--- config.mk ---
export PLATFORM = sky130hd
export DESIGN_NAME = key_filter_multi
export DESIGN_NICKNAME = d
export VERILOG_FILES = /design/src/rtl/key_filter_pkg.sv /design/src/rtl/key_filter_ch.sv /design/src/rtl/key_filter_multi.sv
export SDC_FILE = /design/constraint.sdc
export NUM_CORES = 1
export LEC_CHECK = 0
export ABC_CLOCK_PERIOD_IN_PS = 2600
export BUFFER_PORTS_ARGS = -buffer_cell sky130_fd_sc_hd__buf_2
export CAP_MARGIN = 20
export CORE_MARGIN = 2
export CORE_UTILIZATION = 35
export DETAILED_ROUTE_END_ITERATION = 6
export GPL_ROUTABILITY_DRIVEN = 0
export HOLD_SLACK_MARGIN = 0.03
export PLACE_DENSITY = 0.6
export SLEW_MARGIN = 20
export SYNTH_ARGS = -nofsm -noshare
export SYNTH_HDL_FRONTEND = slang
export SYNTH_SLANG_ARGS = --single-unit
--- constraint.sdc ---
create_clock -name clk -period 2.6 [get_ports clk]
set_input_delay 0.13 -clock clk [delete_from_list [all_inputs] [get_ports clk]]
set_output_delay 0.13 -clock clk [all_outputs]
set_load 0.005 [all_outputs]
--- src/rtl/key_filter_pkg.sv ---
// Shared constants and width helper for the key_filter_multi debouncer family.
package key_filter_pkg;

  localparam logic KEY_RELEASED = 1'b1;
  localparam logic KEY_PRESSED  = 1'b0;

  // 20 ms debounce and 1 s long press at 50 MHz
  localparam int DB_CYCLES_50MHZ   = 32'd1_000_000;
  localparam int LONG_CYCLES_50MHZ = 32'd50_000_000;

  function automatic int cnt_width(input int n);
    return (n <= 32'sd2) ? 32'sd1 : $clog2(n);
  endfunction

endpackage

--- src/rtl/key_filter_ch.sv ---
// One debounce channel: 2-flop synchroniser, debounce counter, optional hold counter.
// Hold counter and key_long logic are built only when KEY_FILTER_LONG_EN is defined.
module key_filter_ch
  import key_filter_pkg::*;
#(
  parameter int DB_CYCLES   = DB_CYCLES_50MHZ,
  parameter int LONG_CYCLES = LONG_CYCLES_50MHZ
) (
  input  logic clk,
  input  logic rst_n,
  input  logic key_n,
  output logic key_state,
  output logic key_flag,
  output logic key_press,
  output logic key_long
);

  localparam int CW = cnt_width(DB_CYCLES);
  localparam logic [CW-1:0] CNT_LAST = CW'(DB_CYCLES - 1);

  if (DB_CYCLES < 2 || LONG_CYCLES <= DB_CYCLES) begin : g_bad_cfg
    $error("key_filter_ch: DB_CYCLES must be >= 2 and LONG_CYCLES > DB_CYCLES");
  end

  logic          sync1_r;
  logic          sync2_r;
  logic          key_s;
  logic [CW-1:0] cnt_r;
  logic          state_r;
  logic          flag_r;
  logic          press_r;
  logic          accept_s;

  assign key_s    = sync2_r;
  assign accept_s = (key_s != state_r) && (cnt_r == CNT_LAST);

  // Two-flop synchroniser for the asynchronous key input
  always_ff @(posedge clk or negedge rst_n) begin
    if (!rst_n) begin
      sync1_r <= 1'b1;
      sync2_r <= 1'b1;
    end else begin
      sync1_r <= key_n;
      sync2_r <= sync1_r;
    end
  end

  // Debounce counter; any return to the current level restarts the count
  always_ff @(posedge clk or negedge rst_n) begin
    if (!rst_n) begin
      cnt_r   <= '0;
      state_r <= KEY_RELEASED;
      flag_r  <= 1'b0;
      press_r <= 1'b0;
    end else begin
      flag_r  <= accept_s;
      press_r <= accept_s && (key_s == KEY_PRESSED);
      if (key_s == state_r) begin
        cnt_r <= '0;
      end else if (accept_s) begin
        state_r <= key_s;
        cnt_r   <= '0;
      end else begin
        cnt_r <= cnt_r + CW'(1);
      end
    end
  end

`ifdef KEY_FILTER_LONG_EN
  localparam int HW = cnt_width(LONG_CYCLES + 1);
  localparam logic [HW-1:0] HCNT_FIRE = HW'(LONG_CYCLES - 1);
  localparam logic [HW-1:0] HCNT_SAT  = HW'(LONG_CYCLES);

  logic [HW-1:0] hcnt_r;
  logic          long_r;

  // Hold counter saturates one past the fire point so key_long fires once per hold
  always_ff @(posedge clk or negedge rst_n) begin
    if (!rst_n) begin
      hcnt_r <= '0;
      long_r <= 1'b0;
    end else begin
      long_r <= (state_r == KEY_PRESSED) && !accept_s && (hcnt_r == HCNT_FIRE);
      if ((state_r == KEY_RELEASED) || accept_s) begin
        hcnt_r <= '0;
      end else if (hcnt_r != HCNT_SAT) begin
        hcnt_r <= hcnt_r + HW'(1);
      end else begin
        hcnt_r <= hcnt_r;
      end
    end
  end

  assign key_long = long_r;
`else
  assign key_long = 1'b0;
`endif

  assign key_state = state_r;
  assign key_flag  = flag_r;
  assign key_press = press_r;

endmodule

--- src/rtl/key_filter_multi.sv ---
// Multi-channel key debouncer: KEY_NUM independent key_filter_ch instances.
// Define KEY_FILTER_LONG_EN to build the long-press detector; otherwise key_long is 0.
module key_filter_multi
  import key_filter_pkg::*;
#(
  parameter int KEY_NUM     = 4,
  parameter int DB_CYCLES   = DB_CYCLES_50MHZ,
  parameter int LONG_CYCLES = LONG_CYCLES_50MHZ
) (
  input  logic               clk,
  input  logic               rst_n,
  input  logic [KEY_NUM-1:0] key_n,
  output logic [KEY_NUM-1:0] key_state,
  output logic [KEY_NUM-1:0] key_flag,
  output logic [KEY_NUM-1:0] key_press,
  output logic [KEY_NUM-1:0] key_long
);

  for (genvar i = 0; i < KEY_NUM; i++) begin : g_ch
    key_filter_ch #(
      .DB_CYCLES  (DB_CYCLES),
      .LONG_CYCLES(LONG_CYCLES)
    ) u_ch (
      .clk      (clk),
      .rst_n    (rst_n),
      .key_n    (key_n[i]),
      .key_state(key_state[i]),
      .key_flag (key_flag[i]),
      .key_press(key_press[i]),
      .key_long (key_long[i])
    );
  end

endmodule

==> results of run 1 <==
cells in the final DEF (no fill, tap or decap), types with 5 or more instances in the layout:
cell | netlist | routed
o31ai_1 | 13 | 13
nand2_1 | 30 | 30
and3_1 | 6 | 6
inv_1 | 9 | 9
nor3_1 | 8 | 8
nand4_1 | 14 | 14
or3_1 | 12 | 12
dfstp_2 | 12 | 12
nor4_1 | 10 | 10
o21ai_0 | 7 | 7
buf_4 | 16 | 11
a21oi_1 | 21 | 21
nand3_1 | 24 | 24
clkbuf_16 | 0 | 9
or2_2 | 6 | 6
and4_1 | 8 | 8
or4_1 | 15 | 15
dfrtp_1 | 88 | 88
xor2_1 | 24 | 24
dlygate4sd3_1 | 0 | 5
buf_2 | 2 | 16
xnor2_1 | 31 | 31
nor2_1 | 58 | 58
power groups by stage:
stage / sequential [uW] / clock [uW] / combinational, uW
floorplan: 1630 / 0 / 50.5
global placement: 1630 / 0 / 101
detailed placement: 1630 / 0 / 102
CTS: 1600 / 1460 / 110
global route: 1610 / 1530 / 124
finish: 1600 / 1410 / 105
worst max-delay path by stage:
stage | to | slack, ns | cells past startpoint
2_1_floorplan | g_ch[1].u_ch.key_state$_DFFE_PN1P_ | 0.40 | 4
3_3_place_gp | g_ch[1].u_ch.key_state$_DFFE_PN1P_ | 0.33 | 4
3_5_place_dp | g_ch[1].u_ch.key_state$_DFFE_PN1P_ | 0.32 | 4
4_1_cts | g_ch[1].u_ch.key_state$_DFFE_PN1P_ | 0.32 | 4
5_1_grt | g_ch[1].u_ch.key_state$_DFFE_PN1P_ | 0.27 | 4
6_report | g_ch[1].u_ch.key_state$_DFFE_PN1P_ | 0.31 | 4
logic make-up after synthesis:
group / Yosys count / share of synthesized area
simple gates: 216 / 0.249
flops: 100 / 0.525
xor+xnor: 55 / 0.100
compound gates: 46 / 0.0632
buf+inv: 33 / 0.0405
fa+ha+maj: 4 / 0.0104
mux: 4 / 0.0102
other cells: 1 / 0.000782
layout make-up:
cell class / count / area [um2]
fillers: 1264 / 7890
flip-flops and latches: 100 / 2520
multi-input cells: 329 / 2090
clock buffers: 11 / 233
inverters: 9 / 33.8
repair buffers: 33 / 233
well taps: 176 / 220
clock inverters: 5 / 77.6
registers in the layout, summed over array words and instances, names as in the netlist:
| name | flops |
|---|---|
| g_ch.u_ch.key_s | 4 |
| g_ch.u_ch.key_state | 4 |
| g_ch.u_ch.key_press | 4 |
| g_ch.u_ch.sync1_r | 4 |
| g_ch.u_ch.cnt_r | 80 |
| g_ch.u_ch.key_flag | 4 |
critical path: stages, from the launching register on:
cell	delay, ns
dfrtp_1	0.43
or4_1	0.55
or4_4	0.52
or3_4	0.43
mux2_4	0.31
metrics by stage:
step / cell area [um2] / total power, uW
after floorplan: 4800 / 1680
after global placement: 5050 / 1730
after detailed placement: 5050 / 1730
after CTS: 5410 / 3170
after global routing: 5410 / 3260
final: 5410 / 3120
what timing repair did:
item,4_1_cts,5_1_grt
hold buffers,5,0
hold endpoints to repair,50,0
gates resized for setup,0,0
layer usage:
layer  vias up  global-route usage  wire, um
met5         -                   0         0
met4         0              0.0436       121
met3        11              0.0451       307
met2        48               0.216      4320
met1      1662               0.177      4300
li1       1654                   -         -
==> results by group, run 1 <==
Outcome
  – Status: finished clean

Synthesis
  – Seq/Total Area, Yosys: 0.525
  – Post-synthesis average cell area: 10.4 um2
  – Synthesized area: 4790 um2
  – Primary FF master, synth: dfrtp_1
  – Yosys reg bits: 100
  – Synth top area share: 0.459
  – Synth top area cells: dfrtp_1, dfstp_2, xnor2_1
  – Most frequent cell after synthesis: dfrtp_1
  – Post-synth EDFFs: 0
  – Syn Inst Count: 459
  – Leading cell types by count after synthesis: dfrtp_1, nor2_1, xnor2_1
  – Yosys cell types: 45
  – Area leader, netlist: dfrtp_1
  – FFs w/ async S/R, synth: 1.00
  – Synth Warn #: 0

Cells and area
  – Layout Nets: 492
  – Final std cells w/o fill: 663
  – ANT cells: 0
  – Core Util, Final: 0.407
  – Area Growth Syn to Fin: 12.8%
  – Layout cells sized above 1: 0.156

Floorplanning
  – Rows: 42
  – Die W: 121 um
  – Die height: 121 um
  – Initial core utilization: 0.361
  – Core area: 13,300 um2
  – Total die area: 14,600 um2
  – Ports: 22

STA
  – Final Slew Violations: 0
  – RSZ-0062 raised after global routing: false
  – Final Hold Fails: 0
  – Setup TNS: 0 ns
  – Worst Setup Slack, final: 0.308 ns
  – Final Setup Violations: 0
  – Final Cycle Share: 0.882
  – Clock Skew: 0.0104 ns
  – Slew @ Worst Pin: 0.686 ns
  – Max_slew headroom: 0.543
  – Final min period: 2.29 ns
  – Final hold slack: 0.356 ns
  – Max Freq: 0.436 GHz

Routing
  – Iter 0 DRT Violations: 264
  – Drt total wl: 9050 um
  – Via density: 5.09
  – DRT Pass-1 Iters: 6
  – DRC: 0
  – DRT antenna net count: 0
  – Avg WL per Cell: 13.6 um
  – Via count: 3,375

GRT
  – Antenna violations before repair: 0
  – GRT overflow: 0
  – Vias in the first global route: 3,444
  – Largest net degree at the start of global routing: 57
  – First-pass GRT wire length: 16,000 um
  – GRT Resource Usage Total: 0.136

Clock tree
  – CTS tree: done
  – TritonCTS Buffers: 9
  – Clock transition at the registers of the reported paths: 0.07 ns
  – Root Buffer: clkbuf_16
  – Setup bufs post-CTS: 0
  – Max Root-Sink Buffers: 2
  – Clk sinks: 100
  – Worst skew pair latency: 0.35 ns
  – H-tree depth: 3

Placement
  – DPL Wire Length: 6090 um
  – Pre-CTS setup slack: 0.321 ns
  – Port buffer count: 17
  – Placed Instances: 642

Min path
  – Worst Hold Class: reg2reg
  – Hold Startpoint: g_ch[1].u_ch.sync1_r$_DFF_PN1_
  – WHS Path Cells: 0
  – Hold endpoint: g_ch[1].u_ch.key_s$_DFF_PN1_

Critical path
  – Minimum setup slack among reg-to-reg paths: 0.31 ns
  – Arr. time, crit path: 2.57 ns
  – Reg2reg end: g_ch[1].u_ch.key_state$_DFFE_PN1P_
  – CP Data Required Time: 2.88 ns
  – Startpoint Class: flip-flop
  – Reg2Reg Depth: 4
  – Crit end category: flip-flop
  – RR Startpoint: g_ch[1].u_ch.cnt_r[12]$_DFF_PN0_
  – Critical Path Start: g_ch[1].u_ch.cnt_r[12]$_DFF_PN0_
  – Crit Path Max Fanout: 5
  – Setup CP Type: reg2reg

Power
  – Pint: 2460 uW
  – PD cells: 577 nW/um2
  – Leak pwr: 0.00217 uW
  – Clk pwr share: 0.453
  – NetSw: 661 uW
  – Sw frac: 0.212
  – Sequential fraction of design power: 0.513
  – Worst VDD drop: 0.345 mV
  – Logic pwr share: 0.034

Job
  – Max cap viols: 0
Note: power is estimated with default switching activity, not from simulation.
==> inputs of run 2 (changes only) <==
--- a/config.mk
+++ b/config.mk
@@ -14,6 +14,7 @@
 export GPL_ROUTABILITY_DRIVEN = 0
 export HOLD_SLACK_MARGIN = 0.03
 export PLACE_DENSITY = 0.6
+export SETUP_SLACK_MARGIN = 0.4
 export SLEW_MARGIN = 20
 export SYNTH_ARGS = -nofsm -noshare
 export SYNTH_HDL_FRONTEND = slang
==> run 2 against run 1 <==
  * Cell area rose by 0.60%
  * Worst setup slack better by 0.12 ns
  * Cell count down 0.30%
  * Combinational power about the same
  * Via count rose by 0.50%
  * Sequential cell count unchanged
  * Critical path type unchanged
==> results by group, run 2 (synthesis results as in run 1) <==
Outcome
  – Status: finished clean

Floorplanning
  – Die W: 121 um
  – Ports: 22
  – Die height: 121 um
  – Rows: 42
  – Core area: 13,300 um2
  – Initial core utilization: 0.361
  – Total die area: 14,600 um2

GRT
  – Largest net degree at the start of global routing: 57
  – First-pass GRT wire length: 15,600 um
  – Met3 usage: 0.0315
  – Busiest metal layer after global routing: met2
  – GRT overflow: 0
  – GRT Resource Usage Total: 0.131
  – Antenna violations before repair: 0
  – Met2 usage: 0.214
  – Vias in the first global route: 3,382
  – Met1 usage: 0.168

Critical path
  – Crit-path cells: or4_1 -> or4_4 -> or3_4 -> mux2_4
  – Arr. time, crit path: 2.45 ns
  – CP peak stage delay: 0.53 ns
  – Setup CP Type: reg2reg
  – CP max stage cell: or4_1
  – Crit Path Max Fanout: 4
  – CP Data Required Time: 2.87 ns
  – Startpoint Class: flip-flop
  – Buffer and inverter count on the worst path: 0
  – Crit-path leading delay family: simple AND/OR/NAND/NOR gates
  – Crit end category: flip-flop

Cells and area
  – Most frequent cells in the layout: dfrtp_1, nor2_1, xnor2_1, nand2_1
  – Final non-filler cell area: 5440 um2
  – Max reg flops: 80
  – ANT cells: 0
  – Area Growth Syn to Fin: 13.5%
  – Most flops, register: g_ch.u_ch.cnt_r
  – Layout Nets: 490
  – Layout cells sized above 1: 0.161
  – Commonest non-fill, non-tap cell in the layout: dfrtp_1

Job
  – Max cap viols: 0

Min path
  – Worst Hold Class: in2async

Routing
  – Drt total wl: 8860 um
  – DRT antenna net count: 0
  – DRC: 0
  – Avg WL per Cell: 13.4 um
  – Iter 0 DRT Violations: 246
  – Via density: 5.13
  – DRT Pass-1 Iters: 4
  – Via count: 3,392

STA
  – Final Hold Fails: 0
  – Slew @ Worst Pin: 0.584 ns
  – Max Freq: 0.460 GHz
  – Final Setup Violations: 0
  – Max_slew headroom: 0.611
  – Setup TNS: 0 ns
  – Final hold slack: 0.338 ns
  – RSZ-0062 raised after global routing: true
  – Final Cycle Share: 0.837
  – Final Slew Violations: 0
  – Clock Skew: 0.00750 ns
  – Final min period: 2.18 ns

Clock tree
  – CTS tree: done
  – Worst skew pair latency: 0.34 ns
  – Root Buffer: clkbuf_16
  – Max Root-Sink Buffers: 2
  – Clk sinks: 100
  – TritonCTS Buffers: 9
  – Clock transition at the registers of the reported paths: 0.07 ns
  – H-tree depth: 3

Power
  – Worst VDD drop: 0.332 mV
  – Leak pwr: 0.00217 uW
  – PD cells: 580 nW/um2

Placement
  – DPL Wire Length: 5960 um
  – Port buffer count: 17
  – Placed Area: 5030 um2
==> run 2: stage by stage <==
stage	power (uW)	utilization	instances	worst slack (ns)
2_1_floorplan	1680	-	462	0.437
4_1_cts	3200	0.408	661	0.419
3_3_place_gp	1730	0.378	638	0.397
3_5_place_dp	1730	0.378	638	0.360
6_report	3150	0.409	661	0.424
5_1_grt	3280	0.409	661	0.385
==> run 2: routing by layer <==
metal	part of all wire	vias up
li1	-	1655
met1	0.48	1678
met2	0.47	47
met3	0.031	12
met4	0.017	0
met5	0	-
==> run 2: repair_timing <==
action	4_1_cts	5_1_grt
gates resized for setup	0	4
endpoints found under the hold margin	41	0
cloned	0	0
endpoints found under the setup margin	2	25
setup buffers	2	0
hold buffers	5	0
==> run 2: path summary, 6_finish.rpt <==
kind,from,end,slack [ns],cells past startpoint
worst max-delay path,g_ch[1].u_ch.cnt_r[12]$_DFF_PN0_,g_ch[1].u_ch.key_state$_DFFE_PN1P_,0.42,4
worst min-delay path,rst_n,g_ch[0].u_ch.cnt_r[16]$_DFF_PN0_,0.34,2
worst max register to register,g_ch[1].u_ch.cnt_r[12]$_DFF_PN0_,g_ch[1].u_ch.key_state$_DFFE_PN1P_,0.42,4
worst min register to register,g_ch[0].u_ch.sync1_r$_DFF_PN1_,g_ch[0].u_ch.key_s$_DFF_PN1_,0.36,0
max in group asynchronous,rst_n,g_ch[2].u_ch.sync1_r$_DFF_PN1_,1.51,3
min in group clk,g_ch[0].u_ch.sync1_r$_DFF_PN1_,g_ch[0].u_ch.key_s$_DFF_PN1_,0.36,0
==> run 2: final cells by class <==
class                      count  area, um2
clock buffer                  11        243
clock inverter                 5       85.1
fill                        1271       7860
inverter                       9       33.8
multi-input combinational    329       2110
sequential                   100       2520
tap                          176        220
timing repair buffer          31        234
==> run 2: where the power goes <==
group	switching [uW]	internal (uW)	total (uW)
sequential	20.3	1580	1600
combinational	68.3	38.1	106
clock	572	873	1440
total	660	2490	3150
==> run 2: worst register-to-register path, stage by stage (launching register included) <==
cell and delay (ns):
dfrtp_1 0.38, or4_1 0.53, or4_4 0.52, or3_4 0.37, mux2_4 0.31
